**src/rtl/motor_drive_sequencer.sv**
```systemverilog
// Motor drive sequencer: turns the 4-bit steering command into per-wheel PWM and direction pins,
// with duty slew limiting and a dead-time-guarded timed pivot for 90-degree corners.
module motor_drive_sequencer #(
  parameter int unsigned PWM_PERIOD    = 2500,
  parameter int unsigned DUTY_FULL     = 2000,
  parameter int unsigned DUTY_VEER     = 1200,
  parameter int unsigned DUTY_HARD     = 500,
  parameter int unsigned DUTY_PIVOT    = 1500,
  parameter int unsigned RAMP_STEP     = 50,
  parameter int unsigned RAMP_DIV      = 50_000,
  parameter int unsigned TURN90_CYCLES = 25_000_000,
  parameter int unsigned DEAD_CYCLES   = 5_000
) (
  input  logic       clk,
  input  logic       rst_n,
  input  logic       enable,
  input  logic [3:0] dir,
  output logic       pwm_l,
  output logic       pwm_r,
  output logic       fwd_l,
  output logic       fwd_r,
  output logic       busy,
  output logic       turn_done
);

  localparam int unsigned DW      = $clog2(PWM_PERIOD + 1);
  localparam int unsigned CntMax  = (TURN90_CYCLES > DEAD_CYCLES) ? TURN90_CYCLES : DEAD_CYCLES;
  localparam int unsigned CW      = $clog2(CntMax + 1);
  localparam int unsigned VW      = $clog2(RAMP_DIV + 1);
  localparam int unsigned StepSat = (RAMP_STEP > PWM_PERIOD) ? PWM_PERIOD : RAMP_STEP;

  localparam logic [DW-1:0] DFull      = DW'(DUTY_FULL);
  localparam logic [DW-1:0] DVeer      = DW'(DUTY_VEER);
  localparam logic [DW-1:0] DHard      = DW'(DUTY_HARD);
  localparam logic [DW-1:0] DPivot     = DW'(DUTY_PIVOT);
  localparam logic [DW-1:0] DStep      = DW'(StepSat);
  localparam logic [DW-1:0] PeriodLast = DW'(PWM_PERIOD - 1);
  localparam logic [CW-1:0] DeadLast   = CW'(DEAD_CYCLES - 1);
  localparam logic [CW-1:0] TurnLast   = CW'(TURN90_CYCLES - 1);
  localparam logic [VW-1:0] DivLast    = VW'(RAMP_DIV - 1);

  localparam logic [1:0] ActProceed = 2'b00;
  localparam logic [1:0] ActLeft    = 2'b01;
  localparam logic [1:0] ActRight   = 2'b10;
  localparam logic [1:0] ActStop    = 2'b11;
  localparam logic [1:0] MagVeer    = 2'b01;
  localparam logic [1:0] MagHard    = 2'b10;
  localparam logic [1:0] Mag90      = 2'b11;

  typedef enum logic [2:0] {StIdle, StRun, StDeadIn, StPivot, StDeadOut, StStop} state_e;

  state_e         state_q, state_d;
  logic [CW-1:0]  cnt_q, cnt_d;
  logic [VW-1:0]  div_q, div_d;
  logic [DW-1:0]  pcnt_q, pcnt_d;
  logic [DW-1:0]  cmd_l_q, cmd_l_d, cmd_r_q, cmd_r_d;
  logic [DW-1:0]  act_l_q, act_l_d, act_r_q, act_r_d;
  logic [DW-1:0]  tgt_l_q, tgt_l_d, tgt_r_q, tgt_r_d;
  logic           pivot_left_q, pivot_left_d;
  logic           fwd_l_q, fwd_l_d, fwd_r_q, fwd_r_d;
  logic           busy_q, busy_d, done_q, done_d;
  logic           pwm_l_q, pwm_l_d, pwm_r_q, pwm_r_d;

  logic [1:0]     action, mag;
  logic [DW-1:0]  inner;
  logic           cnt_done, tick, wrap, pivot_entry, zero_drive;

  assign action = dir[3:2];
  assign mag    = dir[1:0];

  function automatic logic [DW-1:0] ramp_toward(input logic [DW-1:0] cur,
                                                input logic [DW-1:0] tgt);
    logic [DW-1:0] diff;
    if (tgt > cur) begin
      diff = tgt - cur;
      ramp_toward = (diff > DStep) ? cur + DStep : tgt;
    end else begin
      diff = cur - tgt;
      ramp_toward = (diff > DStep) ? cur - DStep : tgt;
    end
  endfunction

  always_comb begin
    inner = DFull;
    if (mag == MagVeer)      inner = DVeer;
    else if (mag == MagHard) inner = DHard;
    tgt_l_d = DFull;
    tgt_r_d = DFull;
    if (action == ActLeft)       tgt_l_d = inner;
    else if (action == ActRight) tgt_r_d = inner;
  end

  // One counter serves every dwell: dead time, pivot duration, idle/stop settle.
  assign cnt_done = (state_q == StPivot) ? (cnt_q == TurnLast) : (cnt_q == DeadLast);
  assign tick     = (div_q == DivLast);
  assign wrap     = (pcnt_q == PeriodLast);

  always_comb begin
    state_d = state_q;
    if (!enable) begin
      state_d = StIdle;
    end else begin
      unique case (state_q)
        StIdle:   if (cnt_done) state_d = StRun;
        StRun: begin
          if (action == ActStop)                             state_d = StStop;
          else if (action != ActProceed && mag == Mag90)     state_d = StDeadIn;
        end
        StDeadIn: begin
          if (action == ActStop) state_d = StStop;
          else if (cnt_done)     state_d = StPivot;
        end
        StPivot: begin
          if (action == ActStop) state_d = StStop;
          else if (cnt_done)     state_d = StDeadOut;
        end
        StDeadOut: begin
          if (action == ActStop) state_d = StStop;
          else if (cnt_done)     state_d = StRun;
        end
        StStop:   if (cnt_done && action != ActStop) state_d = StRun;
        default:  state_d = StIdle;
      endcase
    end
  end

  always_comb begin
    pivot_entry = (state_d == StPivot) && (state_q != StPivot);
    zero_drive  = state_d inside {StIdle, StDeadIn, StDeadOut, StStop};

    if (state_d != state_q) cnt_d = '0;
    else if (cnt_done)      cnt_d = cnt_q;
    else                    cnt_d = cnt_q + CW'(1);

    div_d = tick ? '0 : div_q + VW'(1);

    if (pivot_entry) pcnt_d = '0;
    else if (wrap)   pcnt_d = '0;
    else             pcnt_d = pcnt_q + DW'(1);

    if (state_q == StRun && state_d == StRun) begin
      cmd_l_d = tick ? ramp_toward(cmd_l_q, tgt_l_q) : cmd_l_q;
      cmd_r_d = tick ? ramp_toward(cmd_r_q, tgt_r_q) : cmd_r_q;
    end else begin
      cmd_l_d = (state_d == StPivot) ? DPivot : '0;
      cmd_r_d = (state_d == StPivot) ? DPivot : '0;
    end

    // Forced-zero and pivot entry bypass the period boundary; normal duty waits for the wrap.
    if (zero_drive) begin
      act_l_d = '0;
      act_r_d = '0;
    end else if (pivot_entry) begin
      act_l_d = DPivot;
      act_r_d = DPivot;
    end else if (wrap) begin
      act_l_d = cmd_l_q;
      act_r_d = cmd_r_q;
    end else begin
      act_l_d = act_l_q;
      act_r_d = act_r_q;
    end

    pivot_left_d = pivot_left_q;
    if (state_q == StRun && state_d == StDeadIn) pivot_left_d = (action == ActLeft);

    fwd_l_d = fwd_l_q;
    fwd_r_d = fwd_r_q;
    if (cnt_done && state_q inside {StIdle, StStop, StDeadOut}) begin
      fwd_l_d = 1'b1;
      fwd_r_d = 1'b1;
    end
    if (state_q == StDeadIn && state_d == StPivot) begin
      if (pivot_left_q) fwd_l_d = 1'b0;
      else              fwd_r_d = 1'b0;
    end

    busy_d  = state_d inside {StDeadIn, StPivot, StDeadOut};
    done_d  = (state_q == StDeadOut) && (state_d == StRun);
    pwm_l_d = (pcnt_d < act_l_d);
    pwm_r_d = (pcnt_d < act_r_d);
  end

  always_ff @(posedge clk or negedge rst_n) begin
    if (!rst_n) begin
      state_q      <= StIdle;
      cnt_q        <= '0;
      div_q        <= '0;
      pcnt_q       <= '0;
      cmd_l_q      <= '0;
      cmd_r_q      <= '0;
      act_l_q      <= '0;
      act_r_q      <= '0;
      tgt_l_q      <= '0;
      tgt_r_q      <= '0;
      pivot_left_q <= 1'b0;
      fwd_l_q      <= 1'b1;
      fwd_r_q      <= 1'b1;
      busy_q       <= 1'b0;
      done_q       <= 1'b0;
      pwm_l_q      <= 1'b0;
      pwm_r_q      <= 1'b0;
    end else begin
      state_q      <= state_d;
      cnt_q        <= cnt_d;
      div_q        <= div_d;
      pcnt_q       <= pcnt_d;
      cmd_l_q      <= cmd_l_d;
      cmd_r_q      <= cmd_r_d;
      act_l_q      <= act_l_d;
      act_r_q      <= act_r_d;
      tgt_l_q      <= tgt_l_d;
      tgt_r_q      <= tgt_r_d;
      pivot_left_q <= pivot_left_d;
      fwd_l_q      <= fwd_l_d;
      fwd_r_q      <= fwd_r_d;
      busy_q       <= busy_d;
      done_q       <= done_d;
      pwm_l_q      <= pwm_l_d;
      pwm_r_q      <= pwm_r_d;
    end
  end

  assign pwm_l     = pwm_l_q;
  assign pwm_r     = pwm_r_q;
  assign fwd_l     = fwd_l_q;
  assign fwd_r     = fwd_r_q;
  assign busy      = busy_q;
  assign turn_done = done_q;

endmodule
```
**config.mk**
```make
export PLATFORM = sky130hd
export DESIGN_NAME = motor_drive_sequencer
export DESIGN_NICKNAME = d
export VERILOG_FILES = /design/src/rtl/motor_drive_sequencer.sv
export SDC_FILE = /design/constraint.sdc
export NUM_CORES = 1
export LEC_CHECK = 0
export CAP_MARGIN = 25
export CORE_UTILIZATION = 35
export CTS_CLUSTER_SIZE = 14
export DETAILED_ROUTE_END_ITERATION = 12
export SLEW_MARGIN = 30
export SYNTH_ARGS = -nofsm -noshare
export SYNTH_HDL_FRONTEND = slang
export SYNTH_SLANG_ARGS = --single-unit
export TNS_END_PERCENT = 50
```
**constraint.sdc**
```tcl
create_clock -name clk -period 5.2 [get_ports clk]
set_input_delay 1.3 -clock clk [delete_from_list [all_inputs] [get_ports clk]]
set_output_delay 1.3 -clock clk [all_outputs]
set_load 0.01 [all_outputs]
```
# Word-level counts from Yosys, hierarchy flattened
# Index checks and enable logic that the tools add are counted.
# totals
register_bits	135
output_inout_bits	6
# op_classes
n_addsub	11
magnitude_cmp	8
eq_ne	25
n_mux	45
reduce_logical	14
# op_table
op	count
$mux W12	22
$mux W25	2
$gt A12 B6 Y1 const B	4
$sub A12 B12 Y12	4
$mux W3	10
$add A25 B1 Y25 const B	1
$eq A25 B13 Y1 const B	1
$eq A25 B25 Y1 const B	1
$add A12 B6 Y12 const B	2
$gt A12 B12 Y1	2
$lt A12 B12 Y1	2
$sub A12 B6 Y12 const B	2
$mux W11	2
$pmux W3 S6	1
$add A16 B1 Y16 const B	1
$eq A16 B16 Y1 const B	1
$mux W16	1
$add A12 B1 Y12 const B	1
$eq A12 B12 Y1 const B	1
$eq A3 B2 Y1 const B	4
$eq A3 B3 Y1 const B	4
$eq A2 B2 Y1 const B	4
$logic_and A1 B1 Y1	8
$mux W1	7
other kinds (10)	15

# Depth between registers and ports, before layout
# Gate-level depths: netlist of run 1.
# depth
word_depth	11
mapped_depth	22
mapped_depth_nobuf	19

# Least setup slack after synthesis of run 1
# No wires, ideal clock.
# synth_path
path_type	in2reg
startpoint	input port dir[0]
endpoint	register pwm_l_q (netlist: pwm_l)
arrival_time_ns	4.466
required_time_ns	5.089
path_slack_ns	0.622
path_stages	20
path_cell_list	ha_1 -> o21a_1 -> a211oi_1 -> or3_1 -> a22oi_2 -> or3_1 -> buf_4 -> o21ai_1 -> buf_4 -> nor2_1 -> ha_1 -> a21o_1 -> a21o_1 -> a21oi_1 -> nor2b_1 -> o21ai_0 -> nand2b_1 -> a21oi_1 -> nor2b_1 -> a2111oi_2
# synth_via
word_cells_on_any_way	17
cone_classes	order compare: 1; eq/ne: 5; mux: 7; reduce/logical: 4
# synth_lines
item	line_no	text
start: declaration	17	input logic [3:0] dir,
$eq A2 B2 Y1	107	else if (action != ActProceed && mag == Mag90) state_d = StDeadIn;
$logic_and A1 B1 Y1	107	
$mux W3	107	
$mux W3	106	if (action == ActStop) state_d = StStop;
$pmux W3 S6	103	unique case (state_q)
$mux W3	100	if (!enable) begin
$eq A3 B2 Y1	128	pivot_entry = (state_d == StPivot) && (state_q != StPivot);
$logic_and A1 B1 Y1	128	
$mux W12	137	if (pivot_entry) pcnt_d = '0;
named net pcnt_d[5]	55	logic [DW-1:0] pcnt_q, pcnt_d;
$lt A12 B12 Y1	180	pwm_l_d = (pcnt_d < act_l_d);
named net pwm_l_d	62	logic pwm_l_q, pwm_l_d, pwm_r_q, pwm_r_d;
end signal: assignment	219	pwm_l_q <= pwm_l_d;
end: declaration	62	
# The timed path passes the listed nets, and every way through them passes these cells.
# A chain may end at the register's enable or synchronous reset.

# Worst setup path after layout of run 1
# layout_path
startpoint	input port dir[0]
endpoint	register pwm_r_q (netlist: pwm_r)
# layout_via
word_cells_on_any_way	17
cone_classes	order compare: 1; eq/ne: 5; mux: 7; reduce/logical: 4
# layout_lines
item	line_no	text
$eq A2 B2 Y1	107	
$logic_and A1 B1 Y1	107	
$mux W3	107	
$mux W3	106	
$pmux W3 S6	103	
$mux W3	100	
$eq A3 B2 Y1	128	
$logic_and A1 B1 Y1	128	
$mux W12	137	
named net pcnt_d[5]	55	
$lt A12 B12 Y1	181	pwm_r_d = (pcnt_d < act_r_d);
named net pwm_r_d	62	
end signal: assignment	220	pwm_r_q <= pwm_r_d;
end: declaration	62	
# The timed path passes the listed nets, and every way through them passes these cells.

==> results.cfg, run 1 <==
[die]
core_sq_um = 25250
die_w_microns = 162.5
initial_utilization = 0.3572
rows = 58
ios = 13
die_h_microns = 162.5
die-area_sq_um = 26420

[sta]
setup_violations = 0
timing.fmax_mhz = 209.8
finalHoldViolCount = 0
rsz0062_at_grt = no
worst_pin_slew_ps = 675.5
min_period_ps = 4766
setup_tns_ps = 0
whs_ps = 484.6
fin_crit_sh = 0.9166
slew_headroom = 0.5492
slew_viol_final = 0
fin_skew_ps = 13.93

[synthesis]
async_reset_ff_frac = 1.000
synth_edf_count = 0
syn_area_sq_um = 9021
ys_ff_latch = 120
yosysUniqueCellTypes = 84
synth_flop_cell = dfrtp_1
synth.avg_cell_area_sq_um = 8.502
yosys_warnings = 0
syn_nets = 1138
yosysSeqAreaShare = 0.3331
syn_inst = 1061

[place]
place_hpwl_microns = 16680
dp.cells = 1379
io_buffers = 12
gp_congestion = 0.8590

[clock_tree]
cts_buffers = 17
postCtsSetupBuffers = 0
clock_path_buffers = 2
cts_root_buffer = clkbuf_16
insertion_delay_ps = 420
postCtsHoldBufs = 0
clock_sinks = 120
cts_max_level = 4
clkTransAtPathRegs_ps = 60
cts_resized = 0
cts_tree = built

[worst_setup_path]
r2r_end = pwm_r$_DFF_PN0_
critPathKind = input pin to flop
r2r_cells = 18
worstReg2RegStart = state_q[2]$_DFF_PN0_
start_kind = input pin
required_ps = 5500
crit_fanout = 5
startpoint = dir[0]
arrival_ps = 5070
critPathCaptureType = flop
rrSetupSlack_ps = 590

[layout]
filler_cell_count = 2556
fin_cells = 1411
finish.net_count = 1145
syn_to_final_growth_pct = 12.33
layout-drive-gt1-share = 0.08141
antenna_cells = 0

[global_routing]
grt_pass1_vias = 7216
grt_max_degree = 69
grt_remaining_overflow = 0
track_usage = 0.1780
grt_pass1_wl_microns = 37610
antenna_found_initial = 0

[pwr]
peakVddDrop_mv = 0.2538
p_per_area_nw_per_um2 = 220.1
leakagePower_nw = 4.415

[status]
run_status = finished clean

[route]
firstDrtPassIters = 5
first_iter_violations = 480
wl_per_cell_microns = 16.03
vias_per_cell = 5.395
vias = 7612
drcViolationCount = 0
drt_wl_total_microns = 22620
detail-route-antenna-nets = 0

[hold_path]
hp-start = pivot_left_q$_DFFE_PN0P_
hold_class = flop to flop
min_delay_path_depth = 1
min_to = fwd_l$_DFF_PN1_

[run]
max-cap-violations = 0
[worst max-delay path by stage]
stage | to | cells after the start
2_1_floorplan | pwm_l$_DFF_PN0_ | 20
3_3_place_gp | pwm_l$_DFF_PN0_ | 19
3_5_place_dp | pwm_l$_DFF_PN0_ | 19
4_1_cts | pwm_r$_DFF_PN0_ | 19
5_1_grt | pwm_r$_DFF_PN0_ | 19
6_report | pwm_r$_DFF_PN0_ | 19
[worst max-delay path, cell delays in order]
cell	delay [ps]
clkdlybuf4s50_1	440
ha_1	230
o21a_1	130
a211oi_1	210
or3_1	140
a22oi_2	80
or3_1	460
o21ai_1	340
nor2_1	150
ha_1	320
a21o_1	160
a21o_1	160
a21oi_1	140
nor2b_1	60
o21ai_0	140
nand2b_1	70
a21oi_1	150
nor2b_1	70
a2111oi_2	280
[sequential cells by signal, indices dropped and copies added (netlist names)]
signal / cells
act_l_q: 12
act_r_q: 12
busy: 1
cmd_l_q: 11
cmd_r_q: 11
cnt_q: 25
div_q: 16
fwd_l: 1
fwd_r: 1
pcnt_q: 12
pivot_left_q: 1
pwm_l: 1
pwm_r: 1
state_q: 3
tgt_l_q: 6
tgt_r_q: 5
turn_done: 1
[cell families after synthesis]
family          synth area share
other cells            0.0004157
compound gates            0.2025
mux                      0.01040
simple gates              0.2297
buf+inv                  0.05520
fa+ha+maj                0.09875
xor+xnor                 0.06990
flops                     0.3331
[layer usage]
metal,vias up,routed length [microns],GRT usage
met1,3651,11090,0.2454
met5,-,0,0
met4,0,241,0.04545
met2,146,10440,0.2834
met3,18,846,0.03565
li1,3797,-,-
[placed cells by master (no fill, tap or decap), drive strengths merged, types with 26 or more instances in the layout]
cell type / n
a21o: 30
a21oi: 80
buf: 26
dfrtp: 118
ha: 68
inv: 77
nand2: 55
nand3: 41
nor2: 120
nor3: 28
o21ai: 43
xnor2: 48
[area by class of cell]
type                       instances  area (sq um)  share of cell area
inverter                          76         285.3             0.02815
tap                              330         412.9             0.04075
sequential                       120          3005              0.2966
clock inverter                    13         143.9             0.01420
clock buffer                      19         442.9             0.04371
multi-input combinational        816          5534              0.5461
timing repair buffer              37         309.0             0.03050
[cells in the mapped netlist, drive strengths merged, types with 8 or more instances]
cell / instances / area share
xor2: 24 / 0.023
a21oi: 80 / 0.045
xnor2: 48 / 0.047
nand2b: 25 / 0.017
and3: 20 / 0.014
a21o: 30 / 0.025
nand4: 20 / 0.014
nand3: 41 / 0.023
ha: 68 / 0.094
inv: 74 / 0.031
a211oi: 20 / 0.017
o21ai: 43 / 0.024
o221ai: 11 / 0.011
buf: 17 / 0.010
o21a: 9 / 0.0075
nor4: 11 / 0.0093
nand2: 55 / 0.025
nor3b: 9 / 0.0080
nor2b: 25 / 0.017
dfrtp: 118 / 0.33
clkbuf: 32 / 0.013
and2: 8 / 0.0055
nor2: 120 / 0.051
nor3: 28 / 0.016
[power breakdown]
group | switching, mW | internal [mW] | leakage, nW
Combinational | 0.0765 | 0.0432 | 2.54
Clock | 0.448 | 0.721 | 0.276
Sequential | 0.00500 | 0.937 | 1.60
Total | 0.529 | 1.70 | 4.42
[metrics by stage]
stage	instance area, sq um	util	worst slack, ps	total power [mW]
finish	10130	0.4013	433.5	2.231
global route	10130	0.4013	133.5	2.309
detailed placement	9543	0.3779	23.89	1.079
floorplan	9021	-	622.2	1.029
CTS	10130	0.4011	443.0	2.253
global placement	9543	0.3779	118.0	1.078
(Power assumes the default switching activity.)
==> inputs of run 2 (changes only) <==
--- a/config.mk
+++ b/config.mk
@@ -11,2 +11,3 @@
 export DETAILED_ROUTE_END_ITERATION = 12
+export MAX_ROUTING_LAYER = met4
 export SLEW_MARGIN = 30
==> constraint.sdc (replaced) <==
create_clock -name clk -period 4.3 [get_ports clk]
set_input_delay 1.29 -clock clk [delete_from_list [all_inputs] [get_ports clk]]
set_output_delay 1.29 -clock clk [all_outputs]
set_load 0.01 [all_outputs]
==> results.cfg, run 2 (synthesis gave the netlist of run 1 again) <==
[clock_tree]
clock_path_buffers = 2
insertion_delay_ps = 430
cts_buffers = 17
clock_sinks = 120
clkTransAtPathRegs_ps = 60
cts_root_buffer = clkbuf_16
cts_tree = built
cts_max_level = 4

[worst_setup_path]
cp_top_family = compound AO/OA/AOI/OAI gates
cp_slowest_stage_delay_ps = 540
critPathCaptureType = flop
slowest_stage = or4b_4
arrival_ps = 4420
crit_chain = or4b_4 -> nor4_4 -> o221ai_2 -> buf_4 -> a311oi_1 -> or3_4 -> o21ai_4 -> nor2_4 -> ha_4 -> a21o_1 -> a21o_1 -> a21oi_1 -> nor2b_1 -> o21ai_1 -> nand2b_1 -> a21oi_2 -> nor2b_1 -> a2111oi_2
start_kind = flop
crit_fanout = 12
path_buf_inv = 1
required_ps = 4610
critPathKind = flop to flop
rrSetupSlack_ps = 190

[pwr]
p_per_area_nw_per_um2 = 261.5
peakVddDrop_mv = 0.2589
p_total_mw = 2.791
leakagePower_nw = 4.743

[layout]
syn_to_final_growth_pct = 18.29
filler_cell_count = 2509
finish.net_count = 1195
largest_reg_flops = 25
top_register = cnt_q
antenna_cells = 0
final_cell_mix = dfrtp_1, nor2_1, a21oi_1, inv_1, buf_4
top_regs = cnt_q: 25 flops, div_q: 16 flops
fin_area_sq_um = 10670
final_core_util = 0.4226
multi_input_area_sq_um = 5637
layout-drive-gt1-share = 0.1335
layout_commonest_cell = dfrtp_1
final-seq-area_sq_um = 3005

[sta]
timing.fmax_mhz = 243.3
rsz0062_at_grt = no
worst_pin_slew_ps = 777.8
worst_slack_ps = 190.2
setup_violations = 0
whs_ps = 481.1
min_period_ps = 4110
finalHoldViolCount = 0
fin_skew_ps = 12.79
fin_crit_sh = 0.9558
slew_viol_final = 0
slew_headroom = 0.4815

[place]
place_ws_ps = -579.5
gp_congestion = 0.8876
place_hpwl_microns = 17440
dpl_cell_area_sq_um = 9897
io_buffers = 12

[die]
core_sq_um = 25250
ios = 13
initial_utilization = 0.3572
rows = 58
die-area_sq_um = 26420
die_w_microns = 162.5
die_h_microns = 162.5

[route]
vias = 7845
firstDrtPassIters = 5
wl_per_cell_microns = 16.14
vias_per_cell = 5.370
first_iter_violations = 506
detail-route-antenna-nets = 0
drt_wl_total_microns = 23570
drcViolationCount = 0

[hold_path]
hold_class = flop to flop

[global_routing]
grt_max_degree = 62
grt_pass1_vias = 7631
grt_remaining_overflow = 0
grt_pass1_wl_microns = 39110
track_usage = 0.1920
antenna_found_initial = 0

[status]
run_status = finished clean

[run]
max-cap-violations = 0
## run 2: what timing repair did
item | CTS | global route
pin swaps | 4 | 9
hold endpoints to repair | 0 | 0
resized for setup | 8 | 8
endpoints found under the setup margin | 2 | 2
gates cloned | 0 | 1
buffers inserted | 3 | 5
hold buffers | 0 | 0
## run 2: per-stage QoR
step | TNS [ps] | instances
final | 0 | 1461
after global routing | 0 | 1461
after CTS | -6.296 | 1455
after detailed placement | -1083 | 1420
after global placement | -866.9 | 1420
after floorplan | 0 | 1061
## run 2: worst paths after layout
| path | startpoint | to | depth (start not counted) |
|---|---|---|---|
| worst min-delay path | div_q[0]$_DFF_PN0_ | div_q[0]$_DFF_PN0_ | 1 |
| min in group asynchronous | rst_n | busy$_DFF_PN0_ | 1 |
| worst min register to register | div_q[0]$_DFF_PN0_ | div_q[0]$_DFF_PN0_ | 1 |
| worst max register to register | cnt_q[17]$_DFFE_PN0P_ | pwm_l$_DFF_PN0_ | 18 |
| worst max-delay path | cnt_q[17]$_DFFE_PN0P_ | pwm_l$_DFF_PN0_ | 18 |
| max in group asynchronous | rst_n | act_r_q[11]$_DFF_PN0_ | 2 |
## run 2: area by class of cell
| type | count | area share |
|---|---|---|
| multi-input combinational | 816 | 0.5282 |
| sequential | 120 | 0.2816 |
| timing repair buffer | 87 | 0.06636 |
| clock buffer | 19 | 0.04244 |
| tap | 330 | 0.03869 |
| inverter | 76 | 0.02673 |
| clock inverter | 13 | 0.01595 |
## run 2: report_power, final
part           total (mW)  switching (mW)  internal [mW]
Combinational       0.151          0.0939         0.0574
Sequential           1.14         0.00610           1.13
Clock                1.50           0.552          0.948
## run 2: layer usage
layer,global-route usage,up-vias,share of wire
met5,-,-,0
li1,-,3887,-
met3,0.02827,28,0.031
met2,0.2984,134,0.46
met1,0.2578,3796,0.49
met4,0.05820,0,0.013
==> inputs of run 3 (changes only) <==
ABC_AREA = 1   (was not set)
==> results.cfg, run 3 <==
[global_routing]
grt_remaining_overflow = 0
antenna_found_initial = 0
grt_pass1_wl_microns = 40680
grt_max_degree = 65
grt_pass1_vias = 8088
track_usage = 0.1865

[place]
io_buffers = 12
place_hpwl_microns = 18460
gp_congestion = 0.8947
dp.cells = 1648

[layout]
antenna_cells = 0
top_register = cnt_q
finish.net_count = 1404
largest_reg_flops = 25
syn_to_final_growth_pct = 11.66
layout_commonest_cell = nand2_1
layout-drive-gt1-share = 0.08209
final_cell_mix = nand2_1, inv_1, dfrtp_1, nor2_1, nand3_1
top_regs = cnt_q: 25 flops, div_q: 16 flops
fin_cells = 1681

[clock_tree]
postCtsHoldBufs = 0
cts_root_buffer = clkbuf_16
insertion_delay_ps = 420
cts_tree = built
clock_path_buffers = 2
cts_resized = 0
clock_sinks = 120
cts_buffers = 17
postCtsSetupBuffers = 0
clkTransAtPathRegs_ps = 50
cts_max_level = 4

[worst_setup_path]
required_ps = 4640
cp_num_cells = 19
worstReg2RegStart = state_q[2]$_DFF_PN0_
arrival_ps = 4160
start_kind = input pin
cp_slowest_stage_delay_ps = 510
startpoint = dir[1]
cp_top_family = buffers and inverters
r2r_cells = 18
path_buf_inv = 5
critPathCaptureType = flop
critPathKind = input pin to flop
slowest_stage = clkdlybuf4s50_1
crit_chain = clkdlybuf4s50_1 -> ha_1 -> o21ai_0 -> o31ai_1 -> nand2_1 -> inv_1 -> nand3_2 -> nand4_1 -> buf_12 -> nand2_1 -> inv_1 -> nand3_1 -> inv_1 -> ha_1 -> nand2_1 -> nor2_1 -> a211oi_1 -> o221ai_1 -> a21oi_1
crit_fanout = 23

[route]
vias_per_cell = 4.952
drcViolationCount = 0
firstDrtPassIters = 5
detail-route-antenna-nets = 0
drt_wl_total_microns = 24250
first_iter_violations = 453
vias = 8324
wl_per_cell_microns = 14.43

[synthesis]
synth_edf_count = 0
yosys-top-cells-area = dfrtp_1, nand2_1, ha_1, inv_1, xor2_1
yosys_warnings = 0
async_reset_ff_frac = 1.000
synth.most_common_cell = nand2_1
yosysSeqAreaShare = 0.3153
syn_inst = 1313
synth.avg_cell_area_sq_um = 7.260
synth_top_area_frac = 0.3098
ys_ff_latch = 120
syn_area_sq_um = 9533
yosysUniqueCellTypes = 58
syn_nets = 1390
synth_top_cell_by_area = dfrtp_1
synth_commonest_cells = nand2_1, inv_1, dfrtp_1
synth_flop_cell = dfrtp_1

[die]
die_h_microns = 167.0
core_sq_um = 26800
rows = 60
die-area_sq_um = 27900
ios = 13
initial_utilization = 0.3557
die_w_microns = 167.0

[sta]
rsz0062_at_grt = no
setup_tns_ps = 0
min_period_ps = 3818
worst_pin_slew_ps = 629.0
fin_skew_ps = 11.39
timing.fmax_mhz = 261.9
fin_crit_sh = 0.8879
finalHoldViolCount = 0
slew_headroom = 0.5802
slew_viol_final = 0
setup_violations = 0

[run]
max-cap-violations = 0

[pwr]
leakagePower_nw = 5.252
peakVddDrop_mv = 0.2423
p_per_area_nw_per_um2 = 323.5

[hold_path]
hp-start = pivot_left_q$_DFFE_PN0P_
hold_class = flop to flop
min_delay_path_depth = 1

[status]
run_status = finished clean
-- run 3: area by class of cell --
cell class                 instances  area (sq um)
fill                            2778         16160
clock buffer                      25         505.5
inverter                         215         813.3
multi-input combinational        949          5548
clock inverter                     7         92.59
tap                              341         426.7
sequential                       120          3005
timing repair buffer              24         252.7
-- run 3: where the power goes --
part           internal (mW)  switching, mW
logic                  0.270          0.410
clock network          0.928          0.525
registers               1.22         0.0908
-- run 3: metal layers --
layer | wire length, microns | up-vias | global-route usage
met5 | 0 | - | -
met2 | 11610 | 159 | 0.3033
met1 | 11430 | 3867 | 0.2365
li1 | - | 4270 | -
met3 | 834 | 28 | 0.03089
met4 | 375 | 0 | 0.05676
-- run 3: kinds of logic after synthesis --
kind of cell,share of synthesized area
multiplexers,0.01575
AO/OA/AOI/OAI,0.1129
other,0.0003934
flip-flops,0.3153
XOR/XNOR,0.06339
adder cells (fa/ha/maj),0.09345
buffers and inverters,0.1037
AND/OR/NAND/NOR,0.2952
-- run 3: path summary, 6_finish.rpt --
check | slack (ps) | to
worst max-delay path | 480 | pwm_r$_DFF_PN0_
worst min-delay path | 460 | fwd_l$_DFF_PN1_
worst max register to register | 810 | pwm_l$_DFF_PN0_
worst min register to register | 460 | fwd_l$_DFF_PN1_
max in group asynchronous | 2940 | fwd_l$_DFF_PN1_
min in group asynchronous | 770 | cnt_q[9]$_DFFE_PN0P_
-- run 3: worst reg2reg max path: stages, from the launching register on --
cell,delay (ps)
dfrtp_1,480
nor2_2,550
nand3_1,210
nand2_2,170
nand3_4,120
clkinv_1,110
nand3_1,80
nand2_2,110
nand2_4,70
nor2_8,150
inv_1,180
a21oi_1,210
inv_1,80
ha_1,310
nand2_1,100
nor2_1,50
a211oi_1,190
o221ai_1,130
a21oi_1,120
-- run 3: metrics by stage --
stage / util / total power [mW] / instance area, sq um / hold slack [ps] / worst slack [ps]
finish: 0.3972 / 3.443 / 10640 / 459.3 / 481.9
CTS: 0.3961 / 3.468 / 10620 / 457.3 / 509.3
floorplan: - / 1.801 / 9533 / 416.7 / 832.1
global route: 0.3972 / 3.647 / 10640 / 498.1 / 181.3
global placement: 0.3735 / 1.994 / 10010 / 448.7 / 161.0
detailed placement: 0.3738 / 2.003 / 10020 / 446.9 / 74.16
